### src/rtl/vend_ctrl.sv
// Vending controller: coin credit, one-hot product selection against a price table,
// vend handshake, then change/refund one unit per handshake. Option: VEND_MULTI_EN.
`timescale 1ns/1ps

module vend_ctrl #(
  parameter int                          NUM_SEL     = 4,
  parameter int                          CREDIT_W    = 6,
  parameter logic [NUM_SEL*CREDIT_W-1:0] PRICES      = 24'h1840C3,
  parameter int                          TIMEOUT_CYC = 1000,
  localparam int                         SEL_W       = (NUM_SEL > 1) ? $clog2(NUM_SEL) : 1
) (
  input  logic                clk,
  input  logic                rst_n,
  input  logic [1:0]          coin_in,
  input  logic [NUM_SEL-1:0]  sel_in,
  input  logic                cancel,
  input  logic                vend_ready,
  input  logic                change_ready,
  output logic                coin_accept,
  output logic                coin_reject,
  output logic [NUM_SEL-1:0]  sel_lamp,
  output logic                sel_deny,
  output logic                vend_valid,
  output logic [SEL_W-1:0]    vend_sel,
  output logic                change_valid,
  output logic [CREDIT_W-1:0] credit
);

  localparam int TMR_W = $clog2(TIMEOUT_CYC + 1);

  typedef enum logic [2:0] {
    S_IDLE,
    S_CREDIT,
    S_VEND,
    S_CHANGE,
    S_REFUND
  } state_e;

  state_e              state_q, state_d;
  logic [CREDIT_W-1:0] credit_q, credit_d;
  logic [SEL_W-1:0]    vend_sel_q, vend_sel_d;
  logic [TMR_W-1:0]    timer_q, timer_d;
  logic                coin_reject_q, coin_reject_d;
  logic                sel_deny_q, sel_deny_d;
  logic                coin_accept_q, coin_accept_d;
  logic                vend_valid_q, vend_valid_d;
  logic                change_valid_q, change_valid_d;
  logic [NUM_SEL-1:0]  sel_lamp_q, sel_lamp_d;

  logic [CREDIT_W-1:0] coin_val;
  logic [CREDIT_W:0]   coin_sum;
  logic                coin_fits;
  logic                sel_one;
  logic [SEL_W-1:0]    sel_idx;
  logic [CREDIT_W-1:0] credit_after_vend;

  function automatic logic [CREDIT_W-1:0] price_of(input int idx);
    return PRICES[idx*CREDIT_W +: CREDIT_W];
  endfunction

  // Reset asserts asynchronously but is released in step with clk.
  logic [1:0] rst_sync_q;
  logic       rst_int_n;

  // NOTE: sequential state uses non-blocking (<=) so every flop samples pre-edge values.
  always_ff @(posedge clk or negedge rst_n) begin
    if (!rst_n) rst_sync_q <= '0;
    else        rst_sync_q <= {rst_sync_q[0], 1'b1};
  end
  assign rst_int_n = rst_sync_q[1];

  always_ff @(posedge clk or negedge rst_int_n) begin
    if (!rst_int_n) begin
      state_q        <= S_IDLE;
      credit_q       <= '0;
      vend_sel_q     <= '0;
      timer_q        <= '0;
      coin_reject_q  <= 1'b0;
      sel_deny_q     <= 1'b0;
      coin_accept_q  <= 1'b1;
      vend_valid_q   <= 1'b0;
      change_valid_q <= 1'b0;
      sel_lamp_q     <= '0;
    end else begin
      state_q        <= state_d;
      credit_q       <= credit_d;
      vend_sel_q     <= vend_sel_d;
      timer_q        <= timer_d;
      coin_reject_q  <= coin_reject_d;
      sel_deny_q     <= sel_deny_d;
      coin_accept_q  <= coin_accept_d;
      vend_valid_q   <= vend_valid_d;
      change_valid_q <= change_valid_d;
      sel_lamp_q     <= sel_lamp_d;
    end
  end

  always_comb begin
    // NOTE: every comb output gets a default first, so no path leaves it unassigned (no latch).
    state_d       = state_q;
    credit_d      = credit_q;
    vend_sel_d    = vend_sel_q;
    timer_d       = timer_q;
    coin_reject_d = 1'b0;
    sel_deny_d    = 1'b0;

    unique case (coin_in)
      2'b01:   coin_val = CREDIT_W'(1);
      2'b10:   coin_val = CREDIT_W'(2);
      2'b11:   coin_val = CREDIT_W'(4);
      default: coin_val = '0;
    endcase
    coin_sum  = {1'b0, credit_q} + {1'b0, coin_val};
    coin_fits = !coin_sum[CREDIT_W];

    sel_one = (sel_in != '0) && ((sel_in & (sel_in - NUM_SEL'(1))) == '0);
    sel_idx = '0;
    for (int i = 0; i < NUM_SEL; i++) begin
      if (sel_in[i]) sel_idx = SEL_W'(i);
    end
    credit_after_vend = credit_q - price_of(int'(vend_sel_q));

    unique case (state_q)
      S_IDLE: begin
        sel_deny_d = (sel_in != '0);
        if (coin_in != 2'b00) begin
          if (coin_fits) begin
            credit_d = coin_sum[CREDIT_W-1:0];
            state_d  = S_CREDIT;
            timer_d  = '0;
          end else begin
            coin_reject_d = 1'b1;
          end
        end
      end

      S_CREDIT: begin
        if (cancel) begin
          coin_reject_d = (coin_in != 2'b00);
          state_d       = S_REFUND;
        end else if (sel_in != '0) begin
          coin_reject_d = (coin_in != 2'b00);
          if (sel_one && credit_q >= price_of(int'(sel_idx))) begin
            vend_sel_d = sel_idx;
            state_d    = S_VEND;
          end else begin
            sel_deny_d = 1'b1;
            timer_d    = '0;
          end
        end else if (coin_in != 2'b00 && coin_fits) begin
          credit_d = coin_sum[CREDIT_W-1:0];
          timer_d  = '0;
        end else begin
          // An overflowing coin is returned and does not count as activity.
          coin_reject_d = (coin_in != 2'b00);
          if (timer_q == TMR_W'(TIMEOUT_CYC - 1)) state_d = S_REFUND;
          else                                    timer_d = timer_q + TMR_W'(1);
        end
      end

      S_VEND: begin
        coin_reject_d = (coin_in != 2'b00);
        if (vend_valid_q && vend_ready) begin
          credit_d = credit_after_vend;
          if (credit_after_vend == '0) begin
            state_d = S_IDLE;
          end else begin
`ifdef VEND_MULTI_EN
            state_d = S_CREDIT;
            timer_d = '0;
`else
            state_d = S_CHANGE;
`endif
          end
        end
      end

      S_CHANGE, S_REFUND: begin
        coin_reject_d = (coin_in != 2'b00);
        if (change_valid_q && change_ready) begin
          credit_d = credit_q - CREDIT_W'(1);
          if (credit_q == CREDIT_W'(1)) state_d = S_IDLE;
        end
      end

      default: state_d = S_IDLE;
    endcase
  end

  // Moore outputs are derived from the next state so they register alongside it.
  always_comb begin
    coin_accept_d  = (state_d == S_IDLE) || (state_d == S_CREDIT);
    vend_valid_d   = (state_d == S_VEND);
    change_valid_d = ((state_d == S_CHANGE) || (state_d == S_REFUND)) && (credit_d != '0);
    sel_lamp_d     = '0;
    if (state_d == S_CREDIT) begin
      for (int i = 0; i < NUM_SEL; i++) begin
        sel_lamp_d[i] = (credit_d >= price_of(i));
      end
    end
  end

  assign coin_accept  = coin_accept_q;
  assign coin_reject  = coin_reject_q;
  assign sel_lamp     = sel_lamp_q;
  assign sel_deny     = sel_deny_q;
  assign vend_valid   = vend_valid_q;
  assign vend_sel     = vend_sel_q;
  assign change_valid = change_valid_q;
  assign credit       = credit_q;

endmodule

### config.mk
export PLATFORM = sky130hd
export DESIGN_NAME = vend_ctrl
export DESIGN_NICKNAME = d
export VERILOG_FILES = /design/src/rtl/vend_ctrl.sv
export SDC_FILE = /design/constraint.sdc
export NUM_CORES = 1
export LEC_CHECK = 0
export CAP_MARGIN = 40
export CORE_MARGIN = 2
export CORE_UTILIZATION = 45
export DETAILED_ROUTE_END_ITERATION = 10
export PLACE_DENSITY = 0.69
export SETUP_SLACK_MARGIN = 0.15
export SLEW_MARGIN = 15
export SYNTH_ARGS = -nofsm -noshare
export SYNTH_HDL_FRONTEND = slang
export SYNTH_SLANG_ARGS = --single-unit
export TNS_END_PERCENT = 50
### constraint.sdc
create_clock -name clk -period 0.9 [get_ports clk]
set_input_delay 0.18 -clock clk [delete_from_list [all_inputs] [get_ports clk]]
set_output_delay 0.18 -clock clk [all_outputs]
set_load 0.02 [all_outputs]
# Yosys cells after proc, flatten, opt, wreduce, memory -nomap -nowiden
# Cells that the tools add are included.
word_totals:
  regBits: 32
  in_bits: 11
  elab_cells: 108
  output_inout_bits: 17
op_classes:
  multipliers: 2
  n_mux: 43
  n_lt_le_gt_ge: 4
  eq_ne: 18
  n_addsub: 5
  bitwise: 2
  shifts: 2
  n_reduce_logical: 21
ops:
  columns: ["operator", "n"]
  rows:
  - ["10-bit two-way mux", 7]
  - ["24-bit by 6-bit indexed part select with 6-bit output (first input constant)", 2]
  - ["6-bit two-way mux", 7]
  - ["3-bit two-way mux", 10]
  - ["6-bit one-hot mux with 4 select lines", 1]
  - ["10-bit one-hot mux with 2 select lines", 1]
  - ["3-bit by 2-bit == test with 1-bit output (second input constant)", 4]
  - ["6-bit by 3-bit >= comparator with 1-bit output (second input constant)", 2]
  - ["3-bit one-hot mux with 4 select lines", 1]
  - ["10-bit by 1-bit adder with 10-bit output (second input constant)", 1]
  - ["10-bit == test (second input constant)", 1]
  - ["1-bit two-way mux", 9]
  - ["3-bit one-hot mux with 3 select lines", 1]
  - ["2-bit by 2-bit multiplier with 4-bit output (second input constant)", 2]
  - ["6-bit by 6-bit adder with 7-bit output", 1]
  - ["3-bit by 1-bit == test with 1-bit output (second input constant)", 2]
  - ["3-bit == test (second input constant)", 2]
  - ["6-bit by 1-bit == test with 1-bit output (second input constant)", 1]
  - ["6-bit by 2-bit >= comparator with 1-bit output (second input constant)", 1]
  - ["6-bit >= comparator", 1]
  - ["1-bit logical AND", 6]
  - ["3-bit zero test", 2]
  - ["6-bit zero test", 1]
  - ["2-bit two-way mux", 3]
  - ["other kinds (23)", 28]

# Depth between registers and ports, before layout
depth:
  ltp_word: 14
  ltp_mapped: 11
  ltp_nobuf: 11

# Worst setup path after synthesis
# Ideal clock, no wire load.
synth_path:
  kind: "register to register"
  startpoint: "register credit_q[0], in the netlist credit[0]"
  endpoint: "register timer_q[7]"
  t_required_ns: 0.796
  path_stages_with_launch: 11
  slack_ns: -1.926
  n_path_buf: 1
  setup_time_ns: 0.104
  period_less_slack_ns: 2.826
  t_arrival_ns: 2.723
  cell_sequence: "dfrtp_1 > ha_1 > fa_1 > a21o_1 > a41oi_2 > o21ai_0 > a31oi_1 > nand3_1 > or2_1 > buf_6 > o41ai_2"
synth_between:
  elab_chain_cells: 7
  word_cells_on_any_way: 13
  cone_classes: "add/sub: 1; order compare: 1; eq/ne: 3; mux: 4; reduce/logical: 4"
synth_rtl:
  columns: ["element", "line", "rtl"]
  rows:
  - ["start, declared", "40", "logic [CREDIT_W-1:0] credit_q, credit_d;"]
  - ["start signal, assigned", "86", "credit_q <= credit_d;"]
  - ["6-bit by 6-bit adder with 7-bit output", "113", "coin_sum = {1'b0, credit_q} + {1'b0, coin_val};"]
  - ["1-bit zero test", "114", "coin_fits = !coin_sum[CREDIT_W];"]
  - ["1-bit logical AND", "150", "end else if (coin_in != 2'b00 && coin_fits) begin"]
  - ["10-bit two-way mux", "150", null]
  - ["10-bit two-way mux", "141", "end else if (sel_in != '0) begin"]
  - ["10-bit two-way mux", "138", "if (cancel) begin"]
  - ["10-bit one-hot mux with 2 select lines", "123", "unique case (state_q)"]
  - ["end signal, assigned", "88", "timer_q <= timer_d;"]
  - ["end, declared", "42", "logic [TMR_W-1:0] timer_q, timer_d;"]
# Several ways; a longest one is shown, not always the timed one. The select of a mux whose other input is x is not followed.
# A chain may end at the register's enable or synchronous reset.

# Final worst setup path
layout_path:
  startpoint: "register credit_q[0], in the netlist credit[0]"
  endpoint: "register change_valid_q, in the netlist change_valid"
layout_between:
  word_cells_on_any_way: 33
  cone_classes: "add/sub: 3; order compare: 1; eq/ne: 3; mux: 19; reduce/logical: 7"
layout_rtl:
  columns: ["element", "line", "rtl"]
  rows:
  - ["6-bit by 6-bit adder with 7-bit output", "113", null]
  - ["1-bit zero test", "114", null]
  - ["1-bit logical AND", "150", null]
  - ["6-bit two-way mux", "150", null]
  - ["6-bit two-way mux", "141", null]
  - ["6-bit two-way mux", "138", null]
  - ["6-bit one-hot mux with 4 select lines *", "123", null]
  - ["named net credit_d[0]", "40", null]
  - ["6-bit nonzero test *", "194", "change_valid_d = ((state_d == S_CHANGE) || (state_d == S_REFUND)) && (credit_d != '0);"]
  - ["1-bit logical AND *", "194", null]
  - ["named net change_valid_d", "47", "logic change_valid_q, change_valid_d;"]
  - ["end signal, assigned", "93", "change_valid_q <= change_valid_d;"]
  - ["end, declared", "47", null]
# Mark *: on every way through the listed nets, which the timed path passes. The rest lies on a longest branch.

==> impl_results.md <==
* Status: finished with violations
* Failing checks: setup timing
* Chip Height at 75.9 um
* Worst-case clock buffer depth at 2
* Max-Cap Viols at 0
* Initial DRC Count at 174
* Final setup viols at 46
* Pwr Density at 3400 nW/um2
* Vias per inst at 5.51
* Required time worst endpoint at 1.05 ns
* Synth-to-Final Area Change at 69.4%
* Root buf cell: clkbuf_8
* Port Buffer Count at 27
* ANT cells at 0
* Yosys cell types at 61
* CTS Buf Count at 5
* Register area share after synthesis at 0.334
* Post-DP HPWL at 5.68 mm
* Boundary Pins at 28
* Fin. max-slew vios at 0
* Setup WS pre-CTS at -2.07 ns
* Pleak at 0.00180 uW
* Largest net degree at the start of global routing at 30
* Fin nets at 424
* Utilization after layout at 0.781
* Overall Global Routing Usage at 0.289
* Share of layout cells above drive strength 1 at 0.515
* Starting density of the core at 0.461
* Relative slew slack at 0.654
* CTS tree: built
* Slew @ Worst Pin at 0.514 ns
* Maximum vdd ir drop at 1.45 mV
* Primary FF master, synth: dfrtp_1
* RSZ-0062 raised after global routing: true
* DRT Pass-1 Iters at 4
* Cells after Synth at approximately 270
* Cell taking the most area after synthesis: dfrtp_1
* DR WL/cell at approximately 16 um
* Setup_tns at -43.57 ns
* Remaining antenna violation count at 0
* Power, Total at 13400 uW
* # H-tree levels at 2
* CP startpoint kind: register
* CTS Hold Bufs at 0
* Area share of the largest cell type after synthesis at 0.323
* Die width at 75.9 um
* Total Routed Length at 7.74 mm
* Period utilization at 2.73
* First-pass GRT wire length at 12.3 mm
* Worst Setup End Kind: register
* # rows at 26
* Worst min path class: primary input to asynchronous set/reset pin
* Crit path DAT at between 2 and 3 ns
* Post-synth EDFFs at 0
* Vias after detailed routing at roughly 2600
* Syn_nets at 293
* Tmin final at 2.46 ns
* Vias in the first global route at 2665
* Mean Syn Cell Area at around 8.7 um2
* Worst Setup Slack, final at -1.56 ns
* Worst-case clock skew at 0.00303 ns
* FILL cells at 340
* Clk sinks at 31
* Netlist Area Pre-Place at ~2300 um2
* Crit-path max FO at 4
* Worst-Skew Late Latency at 0.29 ns
* Yosys synthesis warning count at 0
* Core Region at 5040 um2
* # DRC at 0
* Peak Freq at 407 MHz
* Area contributors post-synth: dfrtp_1 (32%), ha_1 (6.5%), o21ai_0 (5.4%)
* WS Path Type: register to register
* Reg clk slew, reported paths at around 0.070 ns
* Routability congestion estimate at 1.03
* Gr ovfl total at 0
* Initial antenna violation count at 0
* Final Hold Viols at 0
* Die area at 5750 um2
* Yosys reg bits at 31
* Fraction of registers with async set/reset at 1.00
## worst max-delay path, cell delays in order, from the launching register on
cell and delay (ns):
dfrtp_2 0.45, ha_4 0.18, fa_2 0.33, a21o_1 0.19, a41oi_2 0.24, buf_4 0.20
o2111ai_4 0.12, a221o_1 0.39, nor2_2 0.12, a311oi_2 0.10
## cell families (layout without fill, tap and decap cells)
| kind of cell | Yosys count | after routing | share of synthesized area |
|---|---|---|---|
| adders and majority gates | 14 | 14 | 0.0819 |
| muxes | 1 | 1 | 0.00485 |
| buffers and inverters | 24 | 156 | 0.0495 |
| xor gates and xnor gates | 7 | 7 | 0.0264 |
| AOI/OAI and AO/OA | 80 | 80 | 0.248 |
| other | 1 | 1 | 0.00161 |
| DFF | 31 | 31 | 0.334 |
| and+or+nand+nor | 110 | 110 | 0.253 |
## metal layers
metal / share of wire / wire (um) / GRT usage
met5: 0 / 0 / 0
met4: 0.024 / 185 / 0.105
met3: 0.041 / 319 / 0.0622
met2: 0.52 / 3990 / 0.497
met1: 0.42 / 3240 / 0.355
## through the flow
step | instance area, um2 | instances | hold slack [ns]
after floorplan | 2370 | 268 | -0.116
after global placement | 3400 | 447 | 0.218
after detailed placement | 3400 | 447 | 0.220
after CTS | 3770 | 465 | 0.0432
after global routing | 3940 | 470 | 0.0504
final | 3940 | 470 | 0.0451
## cell usage in the layout (no fill, tap or decap), drive strengths merged, types with 2 or more instances in the layout
cell / netlist / final
inv: 9 / 9
clkbuf: 7 / 7
dlygate4sd2: 0 / 2
or4: 3 / 3
nand3: 7 / 7
nor4: 4 / 4
o31ai: 4 / 4
o41ai: 6 / 6
xor2: 4 / 4
nand4b: 2 / 2
nor3: 9 / 9
o21ai: 27 / 27
ha: 12 / 12
or2: 2 / 2
or3b: 2 / 2
fa: 2 / 2
a21oi: 15 / 15
a31oi: 6 / 6
and3: 3 / 3
a22oi: 3 / 3
nand4: 2 / 2
nand2b: 5 / 5
or3: 5 / 5
nor2: 21 / 21
a32o: 2 / 2
nand2: 27 / 27
buf: 8 / 129
and2: 3 / 3
a21o: 2 / 2
nor2b: 8 / 8
xnor2: 3 / 3
dfrtp: 30 / 30
clkdlybuf4s50: 0 / 8
nand3b: 4 / 4
o211ai: 2 / 2
a41oi: 2 / 2
## cells in the mapped netlist, drive strengths merged (3+ instances only)
master  instances
nand2b          5
ha             12
nor2           21
a21oi          15
o21ai          27
or4             3
xor2            4
nor4            4
nand3b          4
nand2          27
nor2b           8
clkbuf          7
buf             8
nor3            9
and3            3
a31oi           6
o31ai           4
or3             5
o41ai           6
and2            3
xnor2           3
a22oi           3
dfrtp          30
inv             9
nand3           7
## final cells by class
cell class | count | area, um2 | area share
clock inverters | 1 | 7.51 | 0.00191
flip-flops and latches | 31 | 787 | 0.200
repair buffers | 139 | 1200 | 0.304
clock buffers | 7 | 96.3 | 0.0245
well taps | 70 | 87.6 | 0.0223
multi-input cells | 213 | 1730 | 0.439
inverters | 9 | 33.8 | 0.00858
## registers in the layout (all words and copies together), names as in the netlist
| signal | flops |
|---|---|
| change_valid | 1 |
| coin_accept | 1 |
| coin_reject | 1 |
| credit | 6 |
| rst_sync_q | 2 |
| sel_deny | 1 |
| sel_lamp | 3 |
| state_q | 3 |
| timer_q | 10 |
| vend_sel | 2 |
| vend_valid | 1 |
## repair_timing
action,in CTS,in global routing
setup endpoints to repair,46,46
buffers inserted,10,5
resized for setup,141,32
pin swaps,20,22
## final timing paths
kind                                     from            end  slack, ns  cells past startpoint
worst max-delay path                credit[0]   change_valid      -1.56                      9
max in group asynchronous       rst_sync_q[1]    coin_accept       0.45                      1
min in group clk                rst_sync_q[0]  rst_sync_q[1]       0.36                      0
worst max register to register      credit[0]   change_valid      -1.56                      9
worst min-delay path                    rst_n  rst_sync_q[1]       0.05                      1
worst min register to register  rst_sync_q[1]     state_q[0]       0.22                      1
## power breakdown
part	leakage [uW]	switching, uW	internal, uW	total [uW]
Combinational	0.00136	4630	5200	9840
Clock	0.0000505	556	695	1250
Sequential	0.000388	427	1860	2290
(Power assumes the default switching activity.)
